$ cat src/rtl/vending_machine_core.sv
// rtl/vending_machine_core.sv - N-slot vending controller with per-slot price/stock and coin-by-coin change
// Define VM_RESTOCK_EN to add the restock/restockIdx inputs that refill one slot to full.
module vending_machine_core #(
    parameter int NUM_SLOTS       = 9,
    parameter int CREDIT_W        = 12,
    parameter int MAX_CREDIT      = 1000,
    parameter int STOCK_W         = 4,
    parameter int INIT_STOCK      = 5,
    parameter int DISPENSE_CYCLES = 2
) (
    input  logic                          clk,
    input  logic                          rst_n,
    input  logic                          coinValid,
    input  logic [2:0]                    coinType,
    input  logic                          selValid,
    input  logic [3:0]                    selIdx,
    input  logic                          cancel,
    input  logic [NUM_SLOTS*CREDIT_W-1:0] priceFlat,
    input  logic                          changeReady,
`ifdef VM_RESTOCK_EN
    input  logic                          restock,
    input  logic [3:0]                    restockIdx,
`endif
    output logic [CREDIT_W-1:0]           credit,
    output logic                          dispense,
    output logic [3:0]                    dispIdx,
    output logic                          changeValid,
    output logic [2:0]                    changeCoin,
    output logic                          coinReject,
    output logic                          denyPulse,
    output logic [NUM_SLOTS-1:0]          gLED,
    output logic [NUM_SLOTS-1:0]          rLED
);
    localparam int CNT_W = (DISPENSE_CYCLES > 1) ? $clog2(DISPENSE_CYCLES) : 1;

    typedef enum logic [1:0] {S_IDLE, S_DISPENSE, S_CHANGE} state_t;

    state_t               r_state;
    logic [CREDIT_W-1:0]  r_credit;
    logic [STOCK_W-1:0]   r_stock [NUM_SLOTS];
    logic [CNT_W-1:0]     r_disp_cnt;
    logic                 r_dispense;
    logic [3:0]           r_disp_idx;
    logic                 r_change_valid;
    logic [2:0]           r_change_coin;
    logic                 r_coin_reject;
    logic                 r_deny;

    logic [CREDIT_W-1:0]  w_price [NUM_SLOTS];
    logic [CREDIT_W-1:0]  w_sel_price;
    logic [STOCK_W-1:0]   w_sel_stock;
    logic [31:0]          w_coin_sum;
    logic                 w_coin_ok;
    logic                 w_sel_ok;
    logic                 w_restock_block;
    logic                 w_go_change;
    logic [CREDIT_W-1:0]  w_change_rem;
    logic [CREDIT_W-1:0]  w_chg_val;

    function automatic logic [31:0] coin_value(input logic [2:0] code);
        case (code)
            3'd0:    return 32'd5;
            3'd1:    return 32'd10;
            3'd2:    return 32'd25;
            3'd3:    return 32'd50;
            3'd4:    return 32'd100;
            3'd5:    return 32'd500;
            default: return 32'd0;
        endcase
    endfunction

    function automatic logic [2:0] largest_coin(input logic [31:0] v);
        if (v >= 32'd500)      return 3'd5;
        else if (v >= 32'd100) return 3'd4;
        else if (v >= 32'd50)  return 3'd3;
        else if (v >= 32'd25)  return 3'd2;
        else if (v >= 32'd10)  return 3'd1;
        else                   return 3'd0;
    endfunction

    always_comb begin
        w_sel_price = '0;
        w_sel_stock = '0;
        for (int i = 0; i < NUM_SLOTS; i++) begin
            w_price[i] = priceFlat[i*CREDIT_W +: CREDIT_W];
            gLED[i]    = (r_stock[i] != '0) && (w_price[i] != '0) && (r_credit >= w_price[i]);
            rLED[i]    = (r_stock[i] == '0) || (w_price[i] == '0);
            if (selIdx == 4'(i)) begin
                w_sel_price = w_price[i];
                w_sel_stock = r_stock[i];
            end
        end
    end

`ifdef VM_RESTOCK_EN
    assign w_restock_block = restock && (restockIdx == selIdx);
`else
    assign w_restock_block = 1'b0;
`endif

    // Out-of-range selections see price 0 from the lookup and are refused like disabled slots.
    assign w_coin_sum   = 32'(r_credit) + coin_value(coinType);
    assign w_coin_ok    = (coinType <= 3'd5) && (w_coin_sum <= 32'(MAX_CREDIT));
    assign w_sel_ok     = (w_sel_price != '0) && (w_sel_stock != '0) &&
                          (r_credit >= w_sel_price) && !w_restock_block;
    assign w_change_rem = r_credit - CREDIT_W'(coin_value(r_change_coin));
    assign w_chg_val    = (r_state == S_CHANGE) ? w_change_rem : r_credit;

    always_comb begin
        w_go_change = 1'b0;
        case (r_state)
            S_IDLE:     w_go_change = cancel && (r_credit != '0);
            S_DISPENSE: w_go_change = (r_disp_cnt == '0);
            S_CHANGE:   w_go_change = changeReady;
            default:    w_go_change = 1'b0;
        endcase
    end

    always_ff @(posedge clk or negedge rst_n) begin
        if (!rst_n) begin
            r_state        <= S_IDLE;
            r_credit       <= '0;
            r_disp_cnt     <= '0;
            r_dispense     <= 1'b0;
            r_disp_idx     <= '0;
            r_change_valid <= 1'b0;
            r_change_coin  <= '0;
            r_coin_reject  <= 1'b0;
            r_deny         <= 1'b0;
            for (int i = 0; i < NUM_SLOTS; i++) r_stock[i] <= STOCK_W'(INIT_STOCK);
        end else begin
            r_coin_reject <= 1'b0;
            r_deny        <= 1'b0;
            case (r_state)
                S_IDLE: begin
                    if (!cancel) begin
                        if (coinValid) begin
                            if (w_coin_ok) r_credit <= CREDIT_W'(w_coin_sum);
                            else           r_coin_reject <= 1'b1;
                        end else if (selValid) begin
                            if (w_sel_ok) begin
                                r_credit   <= r_credit - w_sel_price;
                                r_disp_idx <= selIdx;
                                r_dispense <= 1'b1;
                                r_disp_cnt <= CNT_W'(DISPENSE_CYCLES - 1);
                                r_state    <= S_DISPENSE;
                                for (int i = 0; i < NUM_SLOTS; i++)
                                    if (selIdx == 4'(i)) r_stock[i] <= r_stock[i] - STOCK_W'(1);
                            end else begin
                                r_deny <= 1'b1;
                            end
                        end
                    end
`ifdef VM_RESTOCK_EN
                    for (int i = 0; i < NUM_SLOTS; i++)
                        if (restock && (restockIdx == 4'(i))) r_stock[i] <= '1;
`endif
                end
                S_DISPENSE: begin
                    r_coin_reject <= coinValid;
                    if (r_disp_cnt == '0) r_dispense <= 1'b0;
                    else                  r_disp_cnt <= r_disp_cnt - CNT_W'(1);
                end
                S_CHANGE: r_coin_reject <= coinValid;
                default:  r_state <= S_IDLE;
            endcase
            // A residue below 5c cannot be paid out and is dropped when change ends.
            if (w_go_change) begin
                if (32'(w_chg_val) >= 32'd5) begin
                    r_state        <= S_CHANGE;
                    r_change_valid <= 1'b1;
                    r_change_coin  <= largest_coin(32'(w_chg_val));
                    r_credit       <= w_chg_val;
                end else begin
                    r_state        <= S_IDLE;
                    r_change_valid <= 1'b0;
                    r_credit       <= '0;
                end
            end
        end
    end

    assign credit      = r_credit;
    assign dispense    = r_dispense;
    assign dispIdx     = r_disp_idx;
    assign changeValid = r_change_valid;
    assign changeCoin  = r_change_coin;
    assign coinReject  = r_coin_reject;
    assign denyPulse   = r_deny;
endmodule

$ cat config.mk
export PLATFORM = sky130hd
export DESIGN_NAME = vending_machine_core
export DESIGN_NICKNAME = d
export VERILOG_FILES = /design/src/rtl/vending_machine_core.sv
export SDC_FILE = /design/constraint.sdc
export NUM_CORES = 1
export LEC_CHECK = 0
export CORE_UTILIZATION = 45
export CTS_CLUSTER_SIZE = 10
export DETAILED_ROUTE_END_ITERATION = 8
export DONT_BUFFER_PORTS = 1
export PLACE_DENSITY = 0.71
export REMOVE_ABC_BUFFERS = 1
export SYNTH_ARGS = -nofsm -noshare
export SYNTH_HDL_FRONTEND = slang
export SYNTH_SLANG_ARGS = --single-unit
export TNS_END_PERCENT = 20
$ cat constraint.sdc
create_clock -name clk -period 4.76 [get_ports clk]
set_clock_uncertainty 0.15 [all_clocks]
set_input_delay 0.476 -clock clk [delete_from_list [all_inputs] [get_ports clk]]
set_output_delay 0.476 -clock clk [all_outputs]
set_load 0.05 [all_outputs]
=== Word level (Yosys, flattened, before mapping) ===
Cells that the tools add are included.

* $add $sub $neg: 13
* Equality and inequality tests: 32
* Bitwise operators: 3
* Muxes and demuxes: 60
* Magnitude comparators: 18
* Reductions and logical operators: 94

{| class="wikitable"
|+ Operators with widths
! kind !! count
|-
| 12-bit 2-to-1 mux || 18
|-
| 12-bit nonzero test || 11
|-
| 12-bit greater-or-equal comparator || 10
|-
| 12-bit zero test || 9
|-
| 9-bit case mux with 6 select lines || 2
|-
| 6-bit AND reduction || 10
|-
| 4-bit zero test || 10
|-
| 4-bit nonzero test || 10
|-
| 4-bit 2-to-1 mux || 9
|-
| 4-bit by 1-bit subtractor with 4-bit output (second input constant) || 9
|-
| 12-bit by 32-bit adder with 32-bit output || 1
|-
| 32-bit by 10-bit less-or-equal comparator with 1-bit output (second input constant) || 1
|-
| 12-bit subtractor || 2
|-
| 1-bit logical AND || 22
|-
| 5-bit AND reduction || 4
|-
| 4-bit by 3-bit == test with 1-bit output (second input constant) || 4
|-
| 1-bit 2-to-1 mux || 16
|-
| 2-bit 2-to-1 mux || 8
|-
| 3-bit by 2-bit == test with 1-bit output (second input constant) || 4
|-
| 3-bit == test (second input constant) || 4
|-
| 12-bit by 3-bit greater-or-equal comparator with 1-bit output (second input constant) || 1
|-
| 12-bit by 4-bit greater-or-equal comparator with 1-bit output (second input constant) || 1
|-
| 12-bit by 5-bit greater-or-equal comparator with 1-bit output (second input constant) || 1
|-
| 12-bit by 6-bit greater-or-equal comparator with 1-bit output (second input constant) || 1
|-
| 26 further kinds || 52
|}

* Register bits: 62
* Output and inout port bits: 41
* Input bits: 121
* Word-level logic and storage cells: 238

=== Logic depth before layout (Yosys ltp) ===
Gate-level depths: netlist of run 1.

* Word-level depth: 19
* Mapped depth: 19
* Gate-level depth less buffers: 16

=== Worst setup path before layout of run 1 ===
OpenSTA, ideal clock, no wires.

* Kind: input port to flip-flop
* Start: input port selIdx[3]
* End: register r_disp_idx[0] (netlist: dispIdx[0])
* Path slack: 0.439 ns
* Required time: 4.485 ns
* Arrival: 4.046 ns
* Library setup time: 0.125 ns
* Stages: 16
* Cell sequence: buf_2 or4b_1 buf_2 o22ai_1 a211o_1 o311ai_1 ha_1 fa_1 nand2b_1 a21oi_1 o41a_1 nor4_1 or3_4 nor4_4 buf_4 mux2_2

* Longest elaborated chain between the ends: 14

{| class="wikitable"
|+ RTL lines
! item !! RTL line !! source
|-
| start, declared || 16 || <nowiki>input logic [3:0] selIdx,</nowiki>
|-
| parallel branches: the longest is 12 deep, another holds 12-bit greater-or-equal comparator || -- ||
|-
| 1-bit logical AND * || 104 || <nowiki>assign w_sel_ok = (w_sel_price != '0) && (w_sel_stock != '0) &&</nowiki>
|-
| 5-bit AND reduction (no line) * || -- ||
|-
| end signal, assigned || 143 || <nowiki>r_disp_idx <= selIdx;</nowiki>
|-
| end, declared || 43 || <nowiki>logic [3:0] r_disp_idx;</nowiki>
|}

Mark *: on every way between the ends.
A chain may end at the register's enable or synchronous reset.

=== Worst setup path in the final report of run 1 ===
* Start: input port selIdx[0]
* End: register r_stock[31] (netlist name)

* Longest elaborated chain between the ends: 14

{| class="wikitable"
|+ RTL lines
! item !! RTL line !! source
|-
| parallel branches: the longest is 13 deep, another holds 12-bit greater-or-equal comparator || -- ||
|-
| 6-bit AND reduction (no line) * || -- ||
|-
| end signal, assigned by index || 148 || <nowiki>if (selIdx == 4'(i)) r_stock[i] <= r_stock[i] - STOCK_W'(1);</nowiki>
|-
| end, declared || 40 || <nowiki>logic [STOCK_W-1:0] r_stock [NUM_SLOTS];</nowiki>
|}

Marks and branches as above.

==> impl_metrics.csv, run 1 <==
group,metric,value,unit
clocking,htree_levels,3,
clocking,cts_tree,"yes",
logic_synthesis,synth_cell_types,86,
final_layout,diodes,0,
clocking,post_cts_buffers,0,
critical_path,crit_path_max_fanout,74,
final_layout,nets,1457,
drt,drtIter0Drc,990,
drt,finalWirelength,33300,um
logic_synthesis,synth.area.mux_share,3.74,%
drt,routed-via-count,9379,
placed_design,io_buffers,0,
critical_path,cp.arrival,4.45,ns
clocking,cts-root-buf,"clkbuf_16",
sta,drv_slew,0,
placed_design,dpl_cell_area,9710,um^2
min_path,hold_class,"in -> reg",
grt,grtUsageMet3,8.81,%
critical_path,worst-setup-path-type,"in -> reg",
clocking,clkSlewWorstSetupHoldPaths,0.06,ns
logic_synthesis,async_flop_share,100,%
critical_path,worstPathRequired,4.83,ns
logic_synthesis,synth_compound_area_share,26.3,%
logic_synthesis,synth.largest_area_cell,"ha_1",
final_layout,multi_input_area,6940,um^2
flow_run,drv_cap,0,
sta,period_share,92.0,%
pwr,leakage,4.83,nW
sta,hold_violations,0,
grt,met1_usage,41.5,%
floorplan,die_area,21200,um^2
final_layout,fill_cells,1949,
grt,grt_busiest_layer,"met2",
logic_synthesis,ys.flop_type,"dfrtp_1",
final_layout,drive_gt1_share,8.68,%
drt,wire_per_inst,22.9,um
critical_path,end_kind,"flip-flop",
grt,track_usage,31.3,%
sta,fin_crit,4.38,ns
drt,drc,0,
grt,antenna_found_initial,0,
drt,first_pass_iters,6,
logic_synthesis,ys.warnings.count,0,
grt,use_met2,48.1,%
grt,grt_max_degree,75,
pwr,p_per_area,607,nW/um^2
sta,setup_tns,0,ns
placed_design,hpwl,26100,um
clocking,cts_resized,0,
floorplan,core_region_area,20200,um^2
floorplan,ios,162,
final_layout,utilization,49.9,%
logic_synthesis,syn_inst,1175,
status,outcome,"completed",
drt,drt-vias-per-instance,6.44,
logic_synthesis,seq_area_frac_synth,17.0,%
sta,rsz0062_at_grt,"false",
logic_synthesis,synth_most_common_cell,"ha_1",
logic_synthesis,syn_area_per_cell,7.89,um^2
placed_design,gp_congestion,1.05,
logic_synthesis,ys_ff_latch,62,
sta,max-slew-margin-rel,34.1,%
logic_synthesis,yosys-top-cells-count,"ha_1 (151), inv_1 (149), nor2_1 (81), a21oi_1 (72), o21ai_0 (57)",
logic_synthesis,synth_fa_ha_area_share,21.0,%
sta,max_clock_freq,0.228,GHz
floorplan,die_w,146,um
pwr,vdd_drop_max,0.278,mV
clocking,clock_latency,0.35,ns
critical_path,critPathLaunchType,"input pin",
sta,setup_viol,0,
logic_synthesis,yosysTopAreaCellShare,20.4,%
pwr,finalPower,6.13,mW
logic_synthesis,synthTopCellsByArea,"ha_1 (20%), dfrtp_1 (12%), inv_1 (6.0%)",
logic_synthesis,synth_xor_area_share,3.21,%
floorplan,start_util,45.8,%
clocking,clock_path_buffers,2,
grt,overflow,0,
floorplan,num_rows,52,
clocking,ctsHoldBuffers,2,
floorplan,die_h,146,um
final_layout,stdcell_area,10100,um^2
drt,final_antenna_net_count,0,
final_layout,seqCellArea,1570,um^2
grt,grt_pass1_vias,8914,
grt,grt_pass1_wl,51300,um
sta,holdWs,0.157,ns
logic_synthesis,synth_top_family_by_area,"compound AO/OA/AOI/OAI gates",
sta,worstMarginPinSlew,0.983,ns
clocking,cts_buffers,9,
logic_synthesis,netlist_area,9280,um^2
final_layout,area_growth,8.82,%
clocking,numClockSinks,62,
logic_synthesis,synth_edf_count,0,
logic_synthesis,synthSimpleGateAreaFrac,20.4,%
==> cell families after synthesis <==
kind of cell | Yosys count
buffers and inverters | 194
flip-flops | 62
AND/OR/NAND/NOR | 348
multiplexers | 31
XOR/XNOR | 34
adder cells (fa/ha/maj) | 154
AO/OA/AOI/OAI | 352
==> final timing paths <==
path | startpoint | end | slack (ns) | depth (start not counted)
max in group asynchronous | rst_n | r_stock[0] | 3.60 | 2
min in group asynchronous | rst_n | r_stock[11] | 0.51 | 2
hold / removal | selIdx[1] | dispIdx[1] | 0.16 | 1
setup reg to reg | changeCoin[2] | changeCoin[2] | 0.69 | 12
hold reg to reg | r_stock[2] | r_stock[2] | 0.35 | 1
setup / recovery | selIdx[0] | r_stock[31] | 0.38 | 15
==> metal layers <==
metal	share of wire (%)	wire, um
met5	0	0
met1	42	13900
met4	4.1	1380
met3	11	3760
met2	43	14300
==> worst max-delay path, cell delays in order <==
cell      delay [ns]
mux4_2          0.51
a21oi_1         0.24
a211o_1         0.14
o311ai_1        0.13
ha_1            0.26
fa_1            0.39
nand2b_1        0.19
a21oi_1         0.29
o41a_1          0.26
nor4_1          0.09
or3_4           0.41
nor4_4          0.34
buf_12          0.21
nand3_1         0.16
o41a_1          0.34
==> state kept, by name, summed over array words and instances, names as in the netlist <==
name and count:
coinReject 1, denyPulse 1, changeValid 1, r_state 2
dispIdx 4, changeCoin 3, dispense 1, credit 12
r_stock 36, r_disp_cnt 1
==> layout make-up <==
class,count,area share [%]
clock inverters,5,1.05
well taps,270,3.35
flip-flops and latches,62,15.6
inverters,152,5.65
multi-input cells,919,68.8
repair buffers,38,3.17
clock buffers,11,2.40
==> cell usage in the layout (no fill, tap or decap), types with 6 or more instances in the layout <==
cell type | netlist | routed
a211oi_1 | 10 | 10
a21boi_0 | 13 | 13
a21o_1 | 43 | 43
a21oi_1 | 72 | 72
a22oi_1 | 7 | 7
a311oi_1 | 9 | 9
a31oi_1 | 12 | 12
a32o_1 | 11 | 11
buf_4 | 5 | 35
clkbuf_16 | 0 | 9
dfrtp_1 | 44 | 44
dfstp_2 | 18 | 18
ha_1 | 151 | 151
inv_1 | 149 | 149
mux2_2 | 9 | 9
mux2i_1 | 20 | 20
nand2_1 | 56 | 56
nand2b_1 | 27 | 27
nand3_1 | 14 | 14
nand3b_1 | 6 | 6
nand4_1 | 10 | 10
nor2_1 | 81 | 81
nor2b_1 | 26 | 26
nor3_1 | 36 | 32
nor4_1 | 42 | 42
nor4b_1 | 6 | 6
o211ai_1 | 7 | 7
o21a_1 | 31 | 31
o21ai_0 | 57 | 57
o22ai_1 | 16 | 16
or3_1 | 7 | 7
xnor2_1 | 29 | 29
==> power breakdown <==
| group | total, mW | switching [mW] | internal (mW) |
|---|---|---|---|
| combinational | 4.44 | 2.71 | 1.73 |
| clock | 0.805 | 0.277 | 0.527 |
| sequential | 0.888 | 0.248 | 0.640 |
==> per-stage QoR <==
step	cells	setup WS [ns]
after floorplan	1133	0.0358
after global placement	1439	0.236
after detailed placement	1439	0.177
after CTS	1457	0.472
after global routing	1457	0.143
final	1457	0.383
Power figures use the tool's default switching activity.
==> run 2: changes to the inputs <==
--- a/config.mk
+++ b/config.mk
@@ -5,6 +5,8 @@
 export SDC_FILE = /design/constraint.sdc
 export NUM_CORES = 1
 export LEC_CHECK = 0
+export CORE_ASPECT_RATIO = 0.8
+export CORE_MARGIN = 2
 export CORE_UTILIZATION = 45
 export CTS_CLUSTER_SIZE = 10
 export DETAILED_ROUTE_END_ITERATION = 8
==> constraint.sdc (replaced) <==
create_clock -name clk -period 5.39 [get_ports clk]
set_clock_uncertainty 0.15 [all_clocks]
set_input_delay 0.539 -clock clk [delete_from_list [all_inputs] [get_ports clk]]
set_output_delay 0.539 -clock clk [all_outputs]
set_load 0.05 [all_outputs]
==> run 2 against run 1 <==
Via count is 0.70% lower. Sequential power is 6.1% lower. Worst hold slack better by 0.063 ns. First-iteration DRC count is 22% higher. Clock power is 17% lower. Combinational power is 14% lower. Total power is 14% lower. Final cell count is 1.4% lower. Largest cell class unchanged. Largest power group unchanged.
==> impl_metrics.csv, run 2 (synthesized netlist as in run 1, its figures left out) <==
group,metric,value,unit
sta,drv_slew,0,
clocking,ctsHoldBuffers,2,
clocking,post_cts_buffers,0,
critical_path,critical_path.startpoint,"selIdx[1]",
final_layout,mostFrequentLayoutCells,"ha_1 (151), inv_1 (149), nor2_1 (81)",
clocking,cts-root-buf,"clkbuf_16",
critical_path,slowest_delay,0.67,ns
clocking,htree_levels,3,
final_layout,drive_gt1_share,7.76,%
drt,drt-vias-per-instance,6.48,
drt,final_antenna_net_count,0,
critical_path,slowest_stage,"or4b_1",
critical_path,critPathLaunchType,"input pin",
critical_path,crit_path_max_fanout,51,
clocking,clock_latency,0.35,ns
pwr,finalPower,5.30,mW
sta,max-slew-margin-rel,36.2,%
sta,hold_violations,0,
pwr,p_seq_share,15.7,%
clocking,cts_tree,"yes",
final_layout,fill_cells,1948,
floorplan,die_area,21800,um^2
drt,first_pass_iters,6,
pwr,vdd_drop_max,0.365,mV
sta,setup_tns,0,ns
placed_design,gp_congestion,1.05,
grt,overflow,0,
drt,routed-via-count,9313,
clocking,numClockSinks,62,
grt,antenna_found_initial,0,
critical_path,worstPathRequired,5.51,ns
clocking,cts_buffers,9,
floorplan,num_rows,46,
pwr,p_comb_share,71.7,%
final_layout,utilization,49.7,%
min_path,hold_class,"in -> reg",
clocking,cts_resized,0,
grt,grt_pass1_wl,51100,um
floorplan,die_w,165,um
final_layout,largest_reg_flops,36,
sta,period_share,82.7,%
pwr,leakage,4.75,nW
critical_path,worst-setup-path-type,"in -> reg",
pwr,switching_power,2.86,mW
floorplan,start_util,46.3,%
grt,grt_pass1_vias,8469,
pwr,swShare,54.0,%
sta,holdWs,0.220,ns
final_layout,nets,1443,
sta,max_clock_freq,0.224,GHz
grt,track_usage,31.0,%
critical_path,end_kind,"flip-flop",
final_layout,area_growth,7.30,%
pwr,p_per_area,532,nW/um^2
final_layout,multi_input_area,6950,um^2
critical_path,crit_chain,"or4b_1 -> o22ai_1 -> a211o_1 -> o311ai_1 -> ha_1 -> fa_1 -> nand2b_1 -> a21oi_1 -> o41a_1 -> nor4_1 -> or3_4 -> nor4_4 -> buf_4 -> and2_1 -> mux2i_1",
drt,wire_per_inst,23.5,um
final_layout,largest-register,"r_stock",
final_layout,final_common_cell,"ha_1",
final_layout,stdcell_count,1437,
placed_design,place_inst,1419,
floorplan,die_h,132,um
sta,rsz0062_at_grt,"false",
drt,drtIter0Drc,1212,
clocking,clock_path_buffers,2,
pwr,p_int,2.44,mW
min_path,min-delay-start,"selIdx[1]",
floorplan,ios,162,
placed_design,hpwl,26200,um
flow_run,drv_cap,0,
placed_design,io_buffers,0,
status,outcome,"completed",
final_layout,diodes,0,
pwr,power.share.clock,12.6,%
sta,setup_viol,0,
final_layout,seqCellArea,1570,um^2
critical_path,rr_startpoint,"changeCoin[2]",
sta,worstMarginPinSlew,0.948,ns
grt,grt_max_degree,75,
drt,drc,0,
clocking,clkSlewWorstSetupHoldPaths,0.06,ns
floorplan,core_region_area,20000,um^2
critical_path,cp.arrival,4.58,ns
drt,finalWirelength,33800,um
sta,fin_crit,4.46,ns
==> run 2: cell count changes in the layout (fill, tap and decap cells not counted), sizes merged <==
cell / change
bufinv: -1
inv: +3
buf: -14
clkbuf: -2
==> run 2: layout make-up <==
cell class,instances,share of cell area (%)
sequential,62,15.8
timing repair buffer,24,2.04
inverter,152,5.73
clock inverter,7,1.03
clock buffer,9,2.26
tap,264,3.32
multi-input combinational,919,69.8
==> run 2: final timing paths <==
kind                                  to  slack [ns]  cells after the start
setup / recovery              r_stock[5]        0.93                     15
hold / removal                dispIdx[1]        0.22                      1
setup reg to reg           changeCoin[2]        1.03                     12
hold reg to reg               r_stock[2]        0.35                      1
max in group asynchronous     r_stock[6]        4.09                      2
min in group asynchronous     r_stock[3]        0.62                      2
==> run 2: power groups by stage <==
stage / Combinational [mW] / Sequential (mW) / Clock [mW]
after floorplan: 2.61 / 0.991 / 0
after global placement: 3.63 / 0.840 / 0
after detailed placement: 3.69 / 0.841 / 0
after CTS: 3.73 / 0.833 / 0.670
after global routing: 4.19 / 0.845 / 0.693
final: 3.80 / 0.834 / 0.668
==> run 2: worst max-delay path: cells and delay by family <==
family / cells / cell delay (ns)
adder cells (fa/ha/maj): 2 / 0.63
multiplexers: 1 / 0.19
AO/OA/AOI/OAI: 5 / 0.96
buffers and inverters: 1 / 0.30
AND/OR/NAND/NOR: 6 / 1.94
==> run 2: metrics by stage <==
| step | setup WS, ns | cell area [um^2] |
|---|---|---|
| detailed placement | 0.633 | 9590 |
| CTS | 0.990 | 9950 |
| global placement | 0.721 | 9590 |
| global route | 0.675 | 9950 |
| finish | 0.933 | 9950 |
| floorplan | 0.603 | 9070 |
==> run 2: routing by layer <==
| layer | vias up | track usage [%] | share of wire (%) |
|---|---|---|---|
| met2 | 543 | 41.6 | 39 |
| li1 | 4314 | - | - |
| met5 | - | 0 | 0 |
| met1 | 4414 | 48.2 | 45 |
| met4 | 0 | 6.62 | 1.7 |
| met3 | 42 | 8.84 | 14 |
